--- src/rtl/sha256_padder.sv ---
// Word-serial FIPS 180-4 message padder feeding a SHA-256 core.
// Passes message words through, then appends the 0x80 marker, zero fill and 64-bit bit length.
module sha256_padder #(
   parameter int LEN_BITS = 32
) (
   input  logic          C,
   input  logic          R,
   input  logic [0:31]   IN_WORD,
   input  logic          IN_VALID,
   input  logic          IN_LAST,
   input  logic [0:1]    IN_BYTES,
   output logic          IN_READY,
   output logic [0:31]   BLK_WORD,
   output logic [3:0]    BLK_IDX,
   output logic          BLK_VALID,
   output logic          BLK_FIRST,
   output logic          BLK_LAST,
   input  logic          BLK_READY
);

   typedef enum logic [2:0] {
      S_DATA,
      S_MARK,
      S_ZERO,
      S_LENH,
      S_LENL
   } state_t;

   state_t              r_state;
   state_t              w_nextState;
   logic [LEN_BITS-1:0] r_bitCount;
   logic [LEN_BITS-1:0] w_nextCount;
   logic [3:0]          r_nextIdx;
   logic                r_firstPending;
   logic [0:31]         r_word;
   logic [3:0]          r_idx;
   logic                r_valid;
   logic                r_first;
   logic                r_last;
   logic [0:31]         w_loadWord;
   logic                w_empty;
   logic                w_accept;
   logic                w_load;
   logic [63:0]         w_len64;
   logic [3:0]          w_idxAfter;

   // The output stage can take a new word when it is empty or being drained this cycle.
   assign w_empty    = !r_valid || BLK_READY;
   assign IN_READY   = (r_state == S_DATA) && w_empty;
   assign w_accept   = IN_VALID && IN_READY;
   assign w_load     = (r_state == S_DATA) ? w_accept : w_empty;
   assign w_len64    = 64'(r_bitCount);
   assign w_idxAfter = r_nextIdx + 4'd1;

   assign BLK_WORD  = r_word;
   assign BLK_IDX   = r_idx;
   assign BLK_VALID = r_valid;
   assign BLK_FIRST = r_first;
   assign BLK_LAST  = r_last;

   always_ff @(posedge C or negedge R) begin
      if (!R) begin
         r_state <= S_DATA;
      end else begin
         r_state <= w_nextState;
      end
   end

   always_comb begin
      w_nextState = r_state;
      w_nextCount = r_bitCount;
      w_loadWord  = 32'h0;
      case (r_state)
         S_DATA: begin
            w_loadWord = IN_WORD;
            if (w_accept) begin
               if (!IN_LAST || IN_BYTES == 2'd0) begin
                  w_nextCount = r_bitCount + LEN_BITS'(32);
                  if (IN_LAST) begin
                     w_nextState = S_MARK;
                  end
               end else begin
                  // Partial final word: the marker lives inside it, so no separate MARK word.
                  w_nextCount = r_bitCount + LEN_BITS'({IN_BYTES, 3'b000});
                  case (IN_BYTES)
                     2'd1:    w_loadWord = {IN_WORD[0:7], 8'h80, 16'h0000};
                     2'd2:    w_loadWord = {IN_WORD[0:15], 8'h80, 8'h00};
                     default: w_loadWord = {IN_WORD[0:23], 8'h80};
                  endcase
                  w_nextState = (r_nextIdx == 4'd13) ? S_LENH : S_ZERO;
               end
            end
         end
         S_MARK, S_ZERO: begin
            w_loadWord = (r_state == S_MARK) ? 32'h8000_0000 : 32'h0;
            if (w_load) begin
               w_nextState = (w_idxAfter == 4'd14) ? S_LENH : S_ZERO;
            end
         end
         S_LENH: begin
            w_loadWord = w_len64[63:32];
            if (w_load) begin
               w_nextState = S_LENL;
            end
         end
         S_LENL: begin
            w_loadWord = w_len64[31:0];
            if (w_load) begin
               w_nextState = S_DATA;
               w_nextCount = '0;
            end
         end
         default: begin
            w_nextState = S_DATA;
         end
      endcase
   end

   always_ff @(posedge C or negedge R) begin
      if (!R) begin
         r_bitCount     <= '0;
         r_nextIdx      <= 4'd0;
         r_firstPending <= 1'b1;
         r_word         <= 32'h0;
         r_idx          <= 4'd0;
         r_valid        <= 1'b0;
         r_first        <= 1'b0;
         r_last         <= 1'b0;
      end else begin
         r_bitCount <= w_nextCount;
         if (w_empty) begin
            r_valid <= w_load;
         end
         if (w_load) begin
            r_word    <= w_loadWord;
            r_idx     <= r_nextIdx;
            r_nextIdx <= w_idxAfter;
            r_first   <= r_firstPending && (r_state == S_DATA);
            r_last    <= (r_state == S_LENL);
            // FIRST belongs to the first data word of each message.
            if (r_state == S_DATA) begin
               r_firstPending <= 1'b0;
            end
            if (r_state == S_LENL) begin
               r_firstPending <= 1'b1;
            end
         end
      end
   end

endmodule

--- config.mk ---
export PLATFORM = sky130hd
export DESIGN_NAME = sha256_padder
export DESIGN_NICKNAME = d
export VERILOG_FILES = /design/src/rtl/sha256_padder.sv
export SDC_FILE = /design/constraint.sdc
export NUM_CORES = 1
export LEC_CHECK = 0
export CORE_MARGIN = 4
export CORE_UTILIZATION = 40
export CTS_CLUSTER_DIAMETER = 80
export DETAILED_ROUTE_END_ITERATION = 12
export PLACE_DENSITY = 0.72
export SYNTH_ARGS = -nofsm -noshare
export SYNTH_HDL_FRONTEND = slang
export SYNTH_SLANG_ARGS = --single-unit
--- constraint.sdc ---
create_clock -name C -period 3 [get_ports C]
set_input_delay 0.6 -clock C [delete_from_list [all_inputs] [get_ports C]]
set_output_delay 0.6 -clock C [all_outputs]
set_load 0.01 [all_outputs]
; Yosys cells after proc, flatten, opt, wreduce, memory -nomap -nowiden
; Index checks and enable logic that the tools add are counted.
[classes]
add_sub_neg = 3
n_eq_ne = 13
mux = 21
reduce_logical = 14
[op_table]
columns = cell, n
row1 = $mux 32, 4
row2 = $pmux 32 s3, 1
row3 = $pmux 32 s2, 1
row4 = $mux 24, 2
row5 = $pmux 24 s2, 1
row6 = $add 32x5->32, 1
row7 = $add 32x6->32 const B, 1
row8 = $mux 3, 6
row9 = $pmux 3 s4, 1
row10 = $eq 4x4->1 const B, 2
row11 = $ne 2x2->1 const B, 4
row12 = $eq 3x2->1 const B, 2
row13 = $mux 1, 5
row14 = $reduce_and 5->1, 1
row15 = $add 4x1->4 const B, 1
row16 = $eq 3x1->1 const B, 1
row17 = $eq 3x3->1 const B, 1
row18 = $logic_and 1x1->1, 3
row19 = $logic_not 3->1, 1
row20 = $ne 3x3->1 const B, 1
row21 = $reduce_and 3->1, 1
row22 = $eq 2x1->1 const B, 1
row23 = $eq 2x2->1 const B, 1
row24 = $logic_not 1->1, 2
row25 = other kinds (5), 6
[totals]
ff_bits = 79
in_bits = 39
out_inout_bits = 40
elab_cells = 60

; Depth between registers and ports, before layout
; Gate-level depths: netlist of run 1.
[depth]
depth_word = 7
depth_mapped = 8
depth_no_buf = 8

; Least setup slack after synthesis of run 1
; No wires, ideal clock.
[synth_timing]
kind = input to register
startpoint = in IN_BYTES[1] (netlist name)
endpoint = reg r_bitCount[29]
setup_ns = 0.077
arrival_ns = 2.197
required_time_ns = 2.923
path_slack_ns = 0.725
cell_stages = 8
n_path_buf = 0
path_cell_list = ha_1 inv_1 fa_1 nand3b_1 and4_1 nand4b_1 or3_1 a21oi_1
[synth_via]
elab_chain_cells = 5
elab_cells_between_ends = 6
cone_classes = 1 x add/sub / 3 x mux / 2 x reduce/logical
[synth_rtl]
columns = element, line_no
row1 = from (decl), 11  ; input logic [0:1] IN_BYTES,
row2 = branches (longest 2 deep; another with $add 32x5->32), -
row3 = $mux 32 (*), 77  ; if (!IN_LAST || IN_BYTES == 2'd0) begin
row4 = $mux 32 (*), 76  ; if (w_accept) begin
row5 = $pmux 32 s2 (*), 73  ; case (r_state)
row6 = to (signal assigned), 130  ; r_bitCount <= w_nextCount;
row7 = to (decl), 31  ; logic [LEN_BITS-1:0] r_bitCount;
; Mark *: on every way between the ends. The select of a mux whose other input is x is not followed.
; A chain may end at the register's enable or synchronous reset.

; Worst setup path in the final report of run 1
[layout_timing]
startpoint = reg r_state[1]
endpoint = out IN_READY
[layout_via]
elab_chain_cells = 2
[layout_rtl]
columns = element, line_no
row1 = from (decl), 29  ; state_t r_state;
row2 = from (signal assigned), 65  ; r_state <= w_nextState;
row3 = $logic_not 3->1, 49  ; assign IN_READY = (r_state == S_DATA) && w_empty;
row4 = $logic_and 1x1->1, 49
row5 = to (decl), 12  ; output logic IN_READY,
; No other way between the ends.

==> results of run 1 <==
[cell families after synthesis]
family                   share of synthesized area [%]
AO/OA/AOI/OAI                                     16.7
XOR/XNOR                                          2.93
adder cells (fa/ha/maj)                           3.42
buffers and inverters                             5.38
flip-flops                                        49.0
multiplexers                                      2.06
AND/OR/NAND/NOR                                   20.5
[routing by layer]
metal | routed length (um) | vias up | part of all wire, %
met1 | 4540 | 1628 | 46
met3 | 450 | 12 | 4.5
li1 | - | 1603 | -
met5 | 0 | - | 0
met2 | 4770 | 96 | 48
met4 | 157 | 0 | 1.6
[placed cells by master, fill, tap and decap left out, drive strengths merged, types with 7 or more instances in the layout]
master	netlist	final
mux2i	8	8
nor3	7	7
xnor2	12	12
a21oi	21	21
o21ai	30	30
buf	3	12
dfrtp	75	75
ha	9	9
nor2	27	27
nand2	46	46
nand3	11	11
or3	10	10
inv	27	27
nand4	10	10
clkbuf	16	12
clkdlybuf4s50	0	77
a222oi	14	14
[flip-flops by register name, indices dropped and copies added, names as in the netlist]
register and flops:
BLK_FIRST 1, BLK_IDX 4, BLK_LAST 1, BLK_VALID 1, BLK_WORD 32, r_bitCount 29, r_firstPending 1, r_nextIdx 4
r_state 3
[through the flow]
step           area (um2)  cells  power, uW  hold slack, ns
3_5_place_dp         4810    597       2590           0.467
6_report             5030    613       3440           0.404
5_1_grt              5030    613       3660           0.473
2_1_floorplan        3880    398       2030           0.304
3_3_place_gp         4810    597       2560           0.463
4_1_cts              5030    613       3470           0.447
[path summary, 6_finish.rpt]
path                                     from        endpoint  slack [ns]  cells after the start
worst max-delay path               r_state[1]        IN_READY        0.28                      3
worst min-delay path                        R    BLK_WORD[27]        0.40                      1
worst max register to register  r_bitCount[3]  r_bitCount[31]        0.69                      8
worst min register to register     BLK_IDX[0]      BLK_IDX[0]        0.48                      2
max in group asynchronous                   R       BLK_FIRST        1.98                      1
min in group C                     BLK_IDX[0]      BLK_IDX[0]        0.48                      2
[power groups by stage]
stage | Combinational [uW] | Clock, uW | Sequential [uW]
2_1_floorplan | 558 | 0 | 1480
3_5_place_dp | 1110 | 0 | 1480
4_1_cts | 1120 | 888 | 1460
6_report | 1110 | 875 | 1460
5_1_grt | 1220 | 934 | 1500
3_3_place_gp | 1090 | 0 | 1470
[critical path: cells and delay by family, from the launching register on]
kind                   cells  cell delay [ns]
and+or+nand+nor            2             0.73
DFF                        1             0.48
buffers and inverters      1             0.57
[final cells by class]
cell class                 count  share of cell area, %
sequential                    76                   37.8
multi-input combinational    275                   35.4
timing repair buffer          89                   17.1
tap                          129                   3.21
clock buffer                  12                   2.88
inverter                      28                   2.09
clock inverter                 4                   1.44
==> impl_metrics.env, run 1 <==
export IMPL_switching_power_uw=1130
export IMPL_p_comb_share_pct=32.2
export IMPL_insertion_delay_ns=0.35
export IMPL_holdBufCountCts=0
export IMPL_grt_total_usage_pct=18.3
export IMPL_core_area_um2=9330
export IMPL_die_area_um2=11300
export IMPL_power_density_nw_per_um2=684
export IMPL_syn_nets=447
export IMPL_vdd_ir_drop_max_mv=0.317
export IMPL_required_ns=2.40
export IMPL_yosys_area_top_type="dfrtp_1"
export IMPL_setup_tns_ns=0
export IMPL_cts_setup_buffers=0
export IMPL_fin_ws_ns=0.279
export IMPL_clk_pin_slew_ns=0.07
export IMPL_synth_top_area_share_pct=48.4
export IMPL_dpl_hpwl_um=7090
export IMPL_drive_gt1_share_pct=7.85
export IMPL_grtUsageMet2_pct=29.3
export IMPL_cp_arrival_ns=2.12
export IMPL_synthTopCellsByCount="dfrtp_1, nand2_1, inv_1, nor2_1, a21oi_1"
export IMPL_tightest_slew_ns=0.958
export IMPL_vias=3339
export IMPL_crit_fanout=10
export IMPL_drcViolationCount=0
export IMPL_diodes=0
export IMPL_synth_area_um2=3880
export IMPL_place_port_buffers=78
export IMPL_h_tree_depth=3
export IMPL_grt_max_degree=77
export IMPL_grt_use_met1_pct=24.9
export IMPL_avgViaCountPerCell=5.45
export IMPL_wl_per_cell_um=16.2
export IMPL_firstDrtPassIters=5
export IMPL_crit_chain="or3_1 > nor2_1 > clkdlybuf4s50_1"
export IMPL_status="finished clean"
export IMPL_setup_viol=0
export IMPL_cts_buffers=9
export IMPL_min_period_ns=2.72
export IMPL_area_growth_pct=29.6
export IMPL_place_congestion=0.895
export IMPL_max_stage_delay_ns=0.57
export IMPL_die_w_um=107
export IMPL_synth_cells=398
export IMPL_grt_pass1_wl_um=16800
export IMPL_num_rows=35
export IMPL_switching_share_pct=32.9
export IMPL_fmax_mhz=368
export IMPL_ys_types=58
export IMPL_cts_buffer_depth=2
export IMPL_multiInputGateArea_um2=1780
export IMPL_intPower_uw=2310
export IMPL_pre_cts_slack_ns=-0.00212
export IMPL_synth_warnings=0
export IMPL_busiest_layer="met2"
export IMPL_p_seq_share_pct=42.4
export IMPL_initial_utilization_pct=41.6
export IMPL_cts_root_buf="clkbuf_8"
export IMPL_synth_area_leaders="dfrtp_1, nand2_1, a222oi_1, ha_1, a21oi_1"
export IMPL_synth_most_common_cell="dfrtp_1"
export IMPL_regArea_um2=1900
export IMPL_die_h_um=107
export IMPL_drv_slew=0
export IMPL_grt_pass1_vias=3404
export IMPL_postLayoutCoreUtil_pct=53.9
export IMPL_synthFlopType="dfrtp_1"
export IMPL_hp_class="in -> async"
export IMPL_grt_setup_unrepaired="false"
export IMPL_post_cts_resized=0
export IMPL_yosysSeqAreaShare_pct=49.0
export IMPL_maxCapViolCount=0
export IMPL_endpoint_kind="primary output"
export IMPL_cts_tree="yes"
export IMPL_fillCellCount=844
export IMPL_startpoint_type="flop"
export IMPL_dr_first_iter_drc_count=245
export IMPL_max_slew_margin_pct=36.1
export IMPL_antenna_found_initial=0
export IMPL_cp_slowest_cell="clkdlybuf4s50_1"
export IMPL_cts_num_sinks=76
export IMPL_fin_worst_skew_ns=0.00744
export IMPL_p_clk_share_pct=25.4
export IMPL_hold_violations=0
export IMPL_async_reset_ff_share_pct=100
export IMPL_gr_total_overflow=0
export IMPL_met3_usage_pct=3.46
export IMPL_p_leak_uw=0.00217
export IMPL_synth_edff_count=0
export IMPL_syn_area_per_cell_um2=9.75
export IMPL_postSynthRegisterBits=76
export IMPL_finalCritPeriodShare_pct=90.7
export IMPL_wl_um=9920
export IMPL_ios=79
export IMPL_ant_nets=0
export IMPL_criticalPathCategory="reg -> out"
export IMPL_finalNetCount=528
Note: power is estimated with default switching activity, not from simulation.
==> run 2, diff against run 1 <==
Settings changed: RECOVER_POWER set to 25.
==> run 2 against run 1 <==
The run now ends with capacitance limit, slew limit left. Clock power is essentially flat. Core utilization hardly changed. Setup slack lost 0.00061 ns. Fmax about the same. Cell area barely moved. Combinational power about the same. Critical endpoint unchanged.
==> impl_metrics.env, run 2 (synthesis results as in run 1) <==
export IMPL_status="finished, violations left"
export IMPL_violations="capacitance limit, slew limit"
export IMPL_dpl_hpwl_um=7090
export IMPL_gr_total_overflow=0
export IMPL_finalCritPeriodShare_pct=90.7
export IMPL_avgViaCountPerCell=5.45
export IMPL_switching_power_uw=1130
export IMPL_r2r_end="r_bitCount[31]"
export IMPL_initial_utilization_pct=41.6
export IMPL_fin_ws_ns=0.278
export IMPL_cts_buffers=9
export IMPL_setup_tns_ns=0
export IMPL_place_congestion=0.895
export IMPL_insertion_delay_ns=0.35
export IMPL_holdBufCountCts=0
export IMPL_num_rows=35
export IMPL_drcViolationCount=0
export IMPL_post_cts_resized=0
export IMPL_startpoint_type="flop"
export IMPL_finalNetCount=528
export IMPL_largest_reg_flops=32
export IMPL_cts_num_sinks=76
export IMPL_pre_cts_slack_ns=-0.00212
export IMPL_power_density_nw_per_um2=685
export IMPL_layout_commonest_cell="clkdlybuf4s50_1"
export IMPL_diodes=0
export IMPL_vdd_ir_drop_max_mv=0.317
export IMPL_wl_per_cell_um=16.2
export IMPL_firstDrtPassIters=5
export IMPL_setup_viol=0
export IMPL_grt_max_degree=77
export IMPL_cts_tree="yes"
export IMPL_p_comb_share_pct=32.1
export IMPL_ant_nets=0
export IMPL_criticalPathCategory="reg -> out"
export IMPL_max_slew_margin_pct=-25.6
export IMPL_grt_pass1_vias=3404
export IMPL_hp_class="reg -> reg"
export IMPL_area_growth_pct=29.6
export IMPL_grt_setup_unrepaired="false"
export IMPL_fin_worst_skew_ns=0.00755
export IMPL_r2r_setup_slack_ns=0.68
export IMPL_h_tree_depth=3
export IMPL_tightest_slew_ns=1.88
export IMPL_die_w_um=107
export IMPL_min_from="BLK_IDX[0]"
export IMPL_dr_first_iter_drc_count=245
export IMPL_r2r_start="r_bitCount[3]"
export IMPL_cts_buffer_depth=2
export IMPL_min_period_ns=2.72
export IMPL_ios=79
export IMPL_die_area_um2=11300
export IMPL_min_delay_worst_endpoint="BLK_IDX[0]"
export IMPL_p_leak_uw=0.00217
export IMPL_min_path_cells=2
export IMPL_vias=3343
export IMPL_drive_gt1_share_pct=7.85
export IMPL_cts_root_buf="clkbuf_8"
export IMPL_die_h_um=107
export IMPL_r2r_cells=8
export IMPL_hold_violations=0
export IMPL_drv_slew=77
export IMPL_p_seq_share_pct=42.4
export IMPL_endpoint_kind="primary output"
export IMPL_p_clk_share_pct=25.4
export IMPL_grt_total_usage_pct=18.3
export IMPL_cts_setup_buffers=0
export IMPL_antenna_found_initial=0
export IMPL_switching_share_pct=32.9
export IMPL_crit_fanout=10
export IMPL_core_area_um2=9330
export IMPL_layout_common_cells="clkdlybuf4s50_1, dfrtp_1, nand2_1"
export IMPL_intPower_uw=2310
export IMPL_clk_pin_slew_ns=0.08
export IMPL_maxCapViolCount=1
export IMPL_wl_um=9910
export IMPL_fmax_mhz=367
export IMPL_grt_pass1_wl_um=16800
export IMPL_place_port_buffers=78
export IMPL_cp_arrival_ns=2.12
export IMPL_required_ns=2.40
run 2: changes by cell type in the layout (fill, tap and decap cells not counted), sizes merged:
cell | previous run | this run
clkbuf | 12 | 13
buf | 12 | 11
run 2: worst max-delay path by stage:
stage / from / end / slack, ns / depth (start not counted)
finish: r_state[1] / IN_READY / 0.28 / 3
global route: r_state[0] / IN_READY / 0.20 / 3
CTS: r_state[1] / IN_READY / 0.27 / 3
detailed placement: IN_BYTES[1] / r_bitCount[31] / -0.002 / 9
global placement: IN_BYTES[1] / r_bitCount[29] / 0.08 / 9
floorplan: IN_BYTES[1] / r_bitCount[29] / 0.73 / 8
run 2: layout make-up:
type                            instances  area (um2)
Fill cell                             845        4300
Clock buffer                           12         145
Multi-Input combinational cell        275        1780
Tap cell                              129         161
Sequential cell                        76        1900
Timing Repair Buffer                   89         858
Inverter                               28         105
Clock inverter                          4        72.6
run 2: stage by stage:
| step | std cells | hold slack [ns] | power (uW) | cell area (um2) | util, % |
|---|---|---|---|---|---|
| after detailed placement | 597 | 0.467 | 2590 | 4810 | 51.6 |
| after global routing | 613 | 0.511 | 3660 | 5030 | 53.9 |
| after global placement | 597 | 0.463 | 2560 | 4810 | 51.6 |
| after floorplan | 398 | 0.304 | 2030 | 3880 | - |
| after CTS | 613 | 0.447 | 3470 | 5030 | 53.9 |
| final | 613 | 0.479 | 3440 | 5030 | 53.9 |
run 2: worst max-delay path: stages (launching register included):
cell and delay [ns]:
dfrtp_1 0.48, or3_1 0.54, nor2_1 0.19, clkdlybuf4s50_1 0.57
run 2: power groups by stage:
stage / Sequential, uW / Clock (uW) / Combinational (uW)
floorplan: 1480 / 0 / 558
global placement: 1470 / 0 / 1090
detailed placement: 1480 / 0 / 1110
CTS: 1460 / 888 / 1120
global route: 1500 / 934 / 1220
finish: 1460 / 875 / 1110
run 2: layer usage:
metal  track usage (%)  wire [um]  share of wire (%)  up-vias
met5                 0          0                  0        -
met4              6.58        157                1.6        0
met3              3.46        445                4.5       12
met2              29.3       4770                 48       93
met1              24.9       4540                 46     1635
li1                  -          -                  -     1603
